[src/rtl/jtag_tap_sequencer_if.sv]
// jtag_tap_sequencer_if: command/response bus of the JTAG TAP sequencer.
//   master : cmd_valid/cmd_op/cmd_len/cmd_data out, cmd_ready and rsp_* in
//   slave  : the sequencer side (directions mirrored)
//   cmd_op : 0=TAP reset, 1=shift IR, 2=shift DR, 3=run-test-idle clocking
//   rsp_*  : rsp_valid one-cycle completion pulse, rsp_err/rsp_data held until next response
interface jtag_tap_sequencer_if #(
    parameter int MAX_WIDTH = 32,
    parameter int LEN_W     = 6
);
    logic                 cmd_valid;
    logic                 cmd_ready;
    logic [1:0]           cmd_op;
    logic [LEN_W-1:0]     cmd_len;
    logic [MAX_WIDTH-1:0] cmd_data;
    logic                 rsp_valid;
    logic                 rsp_err;
    logic [MAX_WIDTH-1:0] rsp_data;

    modport master (
        output cmd_valid, cmd_op, cmd_len, cmd_data,
        input  cmd_ready, rsp_valid, rsp_err, rsp_data
    );
    modport slave (
        input  cmd_valid, cmd_op, cmd_len, cmd_data,
        output cmd_ready, rsp_valid, rsp_err, rsp_data
    );
endinterface

[src/rtl/jtag_tap_sequencer.sv]
// jtag_tap_sequencer: JTAG TAP master. Takes one command at a time (TAP reset,
// IR shift, DR shift, run-test-idle clocking), drives TCK/TMS/TDI from clk with
// a TCK half-period of HALF_DIV clk cycles, captures TDO during shifts and
// returns it with a one-cycle rsp_valid pulse.
// Ports:
//   clk, rst        fabric clock, synchronous active-high reset
//   bus (slave)     command/response handshake (jtag_tap_sequencer_if)
//   busy            a sequence (including its response cycle) is in progress
//   tck, tms, tdi   JTAG outputs; tdo JTAG input
// Optional build macro JTAG_SEQ_AUTO_RESET_EN: after reset the block runs the
// TAP reset sequence on its own (no rsp_valid) before raising cmd_ready.
module jtag_tap_sequencer #(
    parameter int MAX_WIDTH = 32,
    parameter int LEN_W     = 6,
    parameter int HALF_DIV  = 2
) (
    input  logic                clk,
    input  logic                rst,
    jtag_tap_sequencer_if.slave bus,
    output logic                busy,
    output logic                tck,
    output logic                tms,
    output logic                tdi,
    input  logic                tdo
);
    // cnt must also index the 8-bit reset header
    localparam int CW = (LEN_W > 4) ? LEN_W : 4;
    localparam int HW = (HALF_DIV > 1) ? $clog2(HALF_DIV) : 1;
    localparam logic [HW-1:0] HALF_LAST = HW'(HALF_DIV - 1);

    typedef enum logic [2:0] {S_IDLE, S_PRE, S_SHIFT, S_POST, S_RESP} state_t;
    state_t state;

    logic [1:0]           op_q;
    logic [CW-1:0]        len_q, cnt, cnt_nx, pre_last;
    logic [7:0]           pre_pat;
    logic [MAX_WIDTH-1:0] data_q, cap;
    logic [HW-1:0]        half_cnt;
    logic                 rti;     // run-test-idle clocking: TMS=0, TDI=0, no capture
    logic                 quiet;   // internal reset sequence, no response pulse
    logic                 phase_end, bit_done, sample, last_shift, fin, len_bad;

    assign cnt_nx     = cnt + 1'b1;
    assign phase_end  = (half_cnt == HALF_LAST);
    assign bit_done   = tck && phase_end;              // end of a TCK high phase
    assign sample     = tck && (half_cnt == '0) && (state == S_SHIFT) && !rti;
    assign last_shift = (cnt == len_q - 1'b1);
    assign fin        = bit_done &&
                        ((state == S_PRE   && cnt == pre_last && op_q == 2'd0) ||
                         (state == S_SHIFT && last_shift && rti) ||
                         (state == S_POST  && cnt == CW'(2)));
    assign len_bad    = (bus.cmd_op == 2'd1 || bus.cmd_op == 2'd2) &&
                        (bus.cmd_len == '0 || bus.cmd_len > LEN_W'(MAX_WIDTH));

    always_ff @(posedge clk) begin
        if (rst) begin
            state         <= S_IDLE;
            bus.cmd_ready <= 1'b1;
            bus.rsp_valid <= 1'b0;
            bus.rsp_err   <= 1'b0;
            bus.rsp_data  <= '0;
            busy          <= 1'b0;
            tck           <= 1'b0;
            tms           <= 1'b1;
            tdi           <= 1'b0;
            half_cnt      <= '0;
            cnt           <= '0;
            op_q          <= 2'd0;
            len_q         <= '0;
            data_q        <= '0;
            cap           <= '0;
            pre_pat       <= 8'h00;
            pre_last      <= '0;
            rti           <= 1'b0;
            quiet         <= 1'b0;
`ifdef JTAG_SEQ_AUTO_RESET_EN
            // park in the first low phase of a TAP reset; it starts once rst drops
            state         <= S_PRE;
            bus.cmd_ready <= 1'b0;
            busy          <= 1'b1;
            pre_pat       <= 8'h3F;
            pre_last      <= CW'(7);
            quiet         <= 1'b1;
`endif
        end else begin
            bus.rsp_valid <= 1'b0;
            case (state)
                S_IDLE: begin
                    if (bus.cmd_valid && bus.cmd_ready) begin
                        bus.cmd_ready <= 1'b0;
                        busy          <= 1'b1;
                        op_q          <= bus.cmd_op;
                        len_q         <= CW'(bus.cmd_len);
                        data_q        <= bus.cmd_data;
                        cap           <= '0;
                        half_cnt      <= '0;
                        cnt           <= '0;
                        rti           <= 1'b0;
                        quiet         <= 1'b0;
                        tdi           <= 1'b0;
                        if (len_bad) begin
                            state         <= S_RESP;
                            bus.rsp_valid <= 1'b1;
                            bus.rsp_err   <= 1'b1;
                            bus.rsp_data  <= '0;
                        end else begin
                            case (bus.cmd_op)
                                2'd0: begin
                                    state <= S_PRE; pre_pat <= 8'h3F; pre_last <= CW'(7); tms <= 1'b1;
                                end
                                2'd1: begin
                                    state <= S_PRE; pre_pat <= 8'h03; pre_last <= CW'(3); tms <= 1'b1;
                                end
                                2'd2: begin
                                    state <= S_PRE; pre_pat <= 8'h02; pre_last <= CW'(3); tms <= 1'b0;
                                end
                                default: begin
                                    tms <= 1'b0;
                                    rti <= 1'b1;
                                    if (bus.cmd_len == '0) begin
                                        state         <= S_RESP;
                                        bus.rsp_valid <= 1'b1;
                                        bus.rsp_err   <= 1'b0;
                                        bus.rsp_data  <= '0;
                                    end else begin
                                        state <= S_SHIFT;
                                    end
                                end
                            endcase
                        end
                    end
                end
                S_RESP: begin
                    state         <= S_IDLE;
                    bus.cmd_ready <= 1'b1;
                    busy          <= 1'b0;
                end
                default: begin
                    // TCK generator shared by PRE/SHIFT/POST
                    if (phase_end) begin
                        half_cnt <= '0;
                        tck      <= ~tck;
                    end else begin
                        half_cnt <= half_cnt + 1'b1;
                    end
                    if (sample)
                        cap[cnt] <= tdo;
                    if (fin) begin
                        tdi <= 1'b0;
                        if (quiet) begin
                            state         <= S_IDLE;
                            bus.cmd_ready <= 1'b1;
                            busy          <= 1'b0;
                        end else begin
                            // last capture lands 3 TCKs earlier, so cap is complete here
                            state         <= S_RESP;
                            bus.rsp_valid <= 1'b1;
                            bus.rsp_err   <= 1'b0;
                            bus.rsp_data  <= cap;
                        end
                    end else if (bit_done) begin
                        case (state)
                            S_PRE: begin
                                if (cnt == pre_last) begin
                                    state <= S_SHIFT;
                                    cnt   <= '0;
                                    tms   <= (len_q == CW'(1));
                                    tdi   <= data_q[0];
                                end else begin
                                    cnt <= cnt_nx;
                                    tms <= pre_pat[cnt_nx[2:0]];
                                end
                            end
                            S_SHIFT: begin
                                if (last_shift) begin
                                    state <= S_POST;
                                    cnt   <= '0;
                                    tms   <= 1'b1;
                                    tdi   <= 1'b0;
                                end else begin
                                    cnt <= cnt_nx;
                                    tms <= !rti && (cnt_nx == len_q - 1'b1);
                                    tdi <= !rti && data_q[cnt_nx];
                                end
                            end
                            default: begin
                                cnt <= cnt_nx;
                                tms <= 1'b0;
                            end
                        endcase
                    end
                end
            endcase
        end
    end
endmodule

[src/flat_wrapper.sv]
// flat-port wrapper written by rule: the top's interface ports become plain ports
module jtag_tap_sequencer_flat 
#(
    parameter int MAX_WIDTH = 32,
    parameter int LEN_W     = 6,
    parameter int HALF_DIV  = 2
)
  (clk, rst, busy, tck, tms, tdi, tdo, bus_cmd_valid, bus_cmd_op, bus_cmd_len, bus_cmd_data, bus_cmd_ready, bus_rsp_valid, bus_rsp_err, bus_rsp_data);
  jtag_tap_sequencer_if #(.MAX_WIDTH(MAX_WIDTH), .LEN_W(LEN_W)) bus_i ();
  input  logic clk;
  input  logic rst;
  output logic busy;
  output logic tck;
  output logic tms;
  output logic tdi;
  input  logic tdo;
  input wire logic [$bits(bus_i.cmd_valid)-1:0] bus_cmd_valid;
  input wire logic [$bits(bus_i.cmd_op)-1:0] bus_cmd_op;
  input wire logic [$bits(bus_i.cmd_len)-1:0] bus_cmd_len;
  input wire logic [$bits(bus_i.cmd_data)-1:0] bus_cmd_data;
  output wire logic [$bits(bus_i.cmd_ready)-1:0] bus_cmd_ready;
  output wire logic [$bits(bus_i.rsp_valid)-1:0] bus_rsp_valid;
  output wire logic [$bits(bus_i.rsp_err)-1:0] bus_rsp_err;
  output wire logic [$bits(bus_i.rsp_data)-1:0] bus_rsp_data;
  assign bus_i.cmd_valid = bus_cmd_valid;
  assign bus_i.cmd_op = bus_cmd_op;
  assign bus_i.cmd_len = bus_cmd_len;
  assign bus_i.cmd_data = bus_cmd_data;
  assign bus_cmd_ready = bus_i.cmd_ready;
  assign bus_rsp_valid = bus_i.rsp_valid;
  assign bus_rsp_err = bus_i.rsp_err;
  assign bus_rsp_data = bus_i.rsp_data;
  jtag_tap_sequencer #(.MAX_WIDTH(MAX_WIDTH), .LEN_W(LEN_W), .HALF_DIV(HALF_DIV)) u_core (.clk(clk), .rst(rst), .bus(bus_i), .busy(busy), .tck(tck), .tms(tms), .tdi(tdi), .tdo(tdo));
endmodule
[config.mk]
export PLATFORM = sky130hd
export DESIGN_NAME = jtag_tap_sequencer_flat
export DESIGN_NICKNAME = d
export VERILOG_FILES = /design/src/rtl/jtag_tap_sequencer_if.sv /design/src/rtl/jtag_tap_sequencer.sv /design/src/flat_wrapper.sv
export SDC_FILE = /design/constraint.sdc
export NUM_CORES = 1
export LEC_CHECK = 0
export BUFFER_PORTS_ARGS = -buffer_cell sky130_fd_sc_hd__buf_2
export CORE_ASPECT_RATIO = 1.75
export CORE_MARGIN = 1.5
export CORE_UTILIZATION = 43
export CTS_CLUSTER_DIAMETER = 60
export DETAILED_ROUTE_END_ITERATION = 8
export HOLD_SLACK_MARGIN = 0.02
export PLACE_DENSITY = 0.64
export SLEW_MARGIN = 0
export SYNTH_ARGS = -nofsm -noshare
export SYNTH_HDL_FRONTEND = slang
export SYNTH_SLANG_ARGS = --single-unit
[constraint.sdc]
create_clock -name clk -period 3 [get_ports clk]
set_input_delay 0.3 -clock clk [delete_from_list [all_inputs] [get_ports clk]]
set_output_delay 0.3 -clock clk [all_outputs]
set_load 0.05 [all_outputs]
==> metrics.md <==
| Metric | Value |
|---|---|
| First-pass GRT wire length | `~26000 um` |
| Clock slew at reported path FFs | `~0.060 ns` |
| Crit path time final | `~2.7 ns` |
| Fin crit share | `0.907` |
| Setup bufs post-CTS | `0` |
| Fin. Hold Viols | `0` |
| Post-synthesis sequential area ratio | `0.405` |
| Top post-synthesis cells by area | `dfxtp_1 41%, a21oi_1 9.2%, nand2_1 8.0%` |
| Full die area | `~0.015 sq mm` |
| Fill count | `1380` |
| Fin util | `0.517` |
| Final setup viols | `0` |
| CTS Buffer Depth | `2` |
| Hold_buf cts | `0` |
| Core ar. | `0.0143 sq mm` |
| Worst EP required | `3.27 ns` |
| Slew @ Worst Pin | `a little under 0.9 ns` |
| Top routing layer used | `met4` |
| PD cells | `approximately 680 mW/mm^2` |
| Iter 0 DRT Violations | `roughly 240` |
| Synth-to-Final Area Change | `17.7%` |
| Share of cells above drive strength 1 | `0.185` |
| Max Cap Violations | `0` |
| CTS Sinks | `127` |
| Remaining Overflow, GRT | `0` |
| Largest area contributor in the netlist | `dfxtp_1` |
| Dominant synthesized flop cell | `dfxtp_1` |
| Gpl congestion | `a little over 0.9` |
| Max Slew Vio Count | `0` |
| CP startpoint | `u_core.cnt[1]` |
| Routed length on met3 | `569 um` |
| Clock latency on the worst-skew pair | `roughly 0.42 ns` |
| Worst r2r src | `u_core.cnt[1]` |
| Worst hold-check path type | `primary input to flop` |
| Number of synthesized flops with an enable pin | `0` |
| Row cnt | `58` |
| Wire length on met1 | `about 6400 um` |
| Die W | `around 94 um` |
| Fmax | `between 300 and 400 MHz` |
| Pleak | `about 2.8 nW` |
| Largest net degree at the start of global routing | `just under 90` |
| Mean Syn Cell Area | `8.13 sq um` |
| Slew margin rel. | `0.403` |
| Unrepaired setup endpoints after global routing | `false` |
| Routed Antenna Nets | `0` |
| Most numerous cell in the Yosys netlist | `nand2_1` |
| Residual DRC count | `0` |
| Clock buffer count from CTS | `17` |
| Peak VDD IR | `about 360 uV` |
| Hpwl dp | `about 11000 um` |
| CP endpoint kind | `flop` |
| Net total in the final layout | `slightly below 900` |
| Share of the synthesized area in the top cell type | `0.405` |
| Vias in the first global route | `~5.2k` |
| Worst reg2reg setup slack | `between 0.2 and 0.3 ns` |
| Crit path kind | `flop to flop` |
| CTS resizes | `0` |
| CTS tree | `yes` |
| WP data arrival | `2.99 ns` |
| Antenna cells | `0` |
| Worst Reg-to-Reg Cells | `8` |
| Post-Syn Instances | `between 700 and 800` |
| Die H | `around 160 um` |
| Register bit total from synthesis | `127` |
| Vias/cell | `5.39` |
| Vias | `about 5.5k` |
| Io pins | `between 80 and 90` |
| Crit path max fanout | `9` |
| Post-synth top cells | `133 x nand2_1, 127 x dfxtp_1, 115 x a21oi_1` |
| Crit path launch type | `flop` |
| Mapped Nets | `about 830` |
| Yosys cell types | `60` |
| Skew final | `approximately 0.011 ns` |
| H-tree Lvls | `4` |
| Status | `finished, final reports clean` |
| Total global-route track usage | `0.218` |
| Drt wl/cell | `~16 um` |
| Initial antenna violation count | `0` |
| Root Buffer | `clkbuf_16` |
| Post-Syn Area | `roughly 0.0063 sq mm` |
| Initial Utilization | `0.439` |
| Port Buffers | `between 80 and 90` |
| Warnings from Yosys | `0` |
| Fraction of registers with async set/reset | `0` |
| Setup TNS | `0 ns` |
| Worst setup endpoint | `u_core.tdi` |
| R2R Path End | `u_core.tdi` |
| Post-Route WL | `approximately 16000 um` |
| Drt pass-1 iters | `5` |
| Met2 wire length | `between 8000 and 9000 um` |
[layout make-up]
| class | count | area [sq um] | share of cell area |
|---|---|---|---|
| Multi-Input combinational cell | 538 | 3280 | 0.444 |
| Clock inverter | 14 | 160 | 0.0217 |
| Sequential cell | 127 | 2540 | 0.344 |
| Timing Repair Buffer | 101 | 581 | 0.0786 |
| Inverter | 45 | 169 | 0.0229 |
| Clock buffer | 18 | 429 | 0.0581 |
| Tap cell | 180 | 225 | 0.0305 |
[sequential cells by signal, summed over array words and instances (netlist names)]
name	flops
u_core.bus.rsp_valid	1
u_core.bus.rsp_data	32
u_core.tms	1
u_core.tck	1
u_core.pre_last	2
u_core.cap	32
u_core.bus.rsp_err	1
u_core.op_q	2
u_core.state	3
u_core.tdi	1
u_core.data_q	32
u_core.busy	1
u_core.rti	1
u_core.bus.cmd_ready	1
u_core.len_q	6
u_core.pre_pat	3
u_core.half_cnt	1
u_core.cnt	6
[layer usage]
layer / up-vias / track usage
met2: 132 / 0.380
met5: - / 0
met1: 2546 / 0.241
met3: 40 / 0.0486
li1: 2793 / -
met4: 0 / 0.121
[where the power goes]
part	switching [mW]	internal, mW	leakage (nW)	total (mW)
sequential	0.0914	1.79	1.03	1.88
combinational	0.669	0.392	1.45	1.06
clock	0.812	1.24	0.285	2.05
total	1.57	3.42	2.76	4.99
[critical path, cell delays in order, from the launching register on]
cell and delay [ns]:
dfxtp_1 0.51, inv_1 0.11, ha_1 0.51, buf_4 0.24
mux4_2 0.51, mux2i_1 0.23, a22oi_1 0.13, a32oi_1 0.23
o32ai_1 0.10
[cell families (layout without fill, tap and decap cells)]
logic type / Yosys count / after routing / synth area share
buffers and inverters: 107 / 178 / 0.0724
DFF: 127 / 127 / 0.405
adders and majority gates: 10 / 10 / 0.0199
xor gates and xnor gates: 22 / 22 / 0.0329
AOI/OAI and AO/OA: 232 / 232 / 0.234
muxes: 16 / 16 / 0.0415
and+or+nand+nor: 258 / 258 / 0.194
[how the worst min path moves through the flow]
stage / from / to / slack (ns) / cells after the start
floorplan: u_core.data_q[12] / u_core.data_q[12] / 0.43 / 2
global placement: u_core.data_q[25] / u_core.data_q[25] / 0.44 / 2
detailed placement: u_core.data_q[28] / u_core.data_q[28] / 0.44 / 2
CTS: bus_cmd_data[16] / u_core.data_q[16] / 0.1 / 3
global route: bus_cmd_data[13] / u_core.data_q[13] / 0.10 / 3
finish: bus_cmd_data[16] / u_core.data_q[16] / 0.11 / 3
[stage by stage]
step / hold slack [ns] / cells / total power [mW] / setup slack (ns) / cell area (sq um)
after detailed placement: 0.445 / 991 / 2.98 / 0.292 / 6800
after global routing: 0.105 / 1023 / 5.22 / 0.0813 / 7390
after floorplan: 0.433 / 772 / 2.71 / 0.187 / 6270
after global placement: 0.440 / 991 / 2.97 / 0.350 / 6800
final: 0.107 / 1023 / 4.99 / 0.278 / 7390
after CTS: 0.0965 / 1023 / 5.02 / 0.280 / 7390
[cells in the final DEF, fill, tap and decap left out, types with 9 or more instances in the layout]
cell / count
nand2_1: 133
dfxtp_1: 127
a21oi_1: 115
buf_2: 81
inv_1: 44
o21ai_0: 42
nand2b_1: 39
o32ai_1: 32
nor2_1: 29
buf_4: 18
clkbuf_16: 17
xor2_1: 12
ha_1: 10
nand3_1: 9
xnor2_1: 9
nor3_1: 9
(Power assumes the default switching activity.)
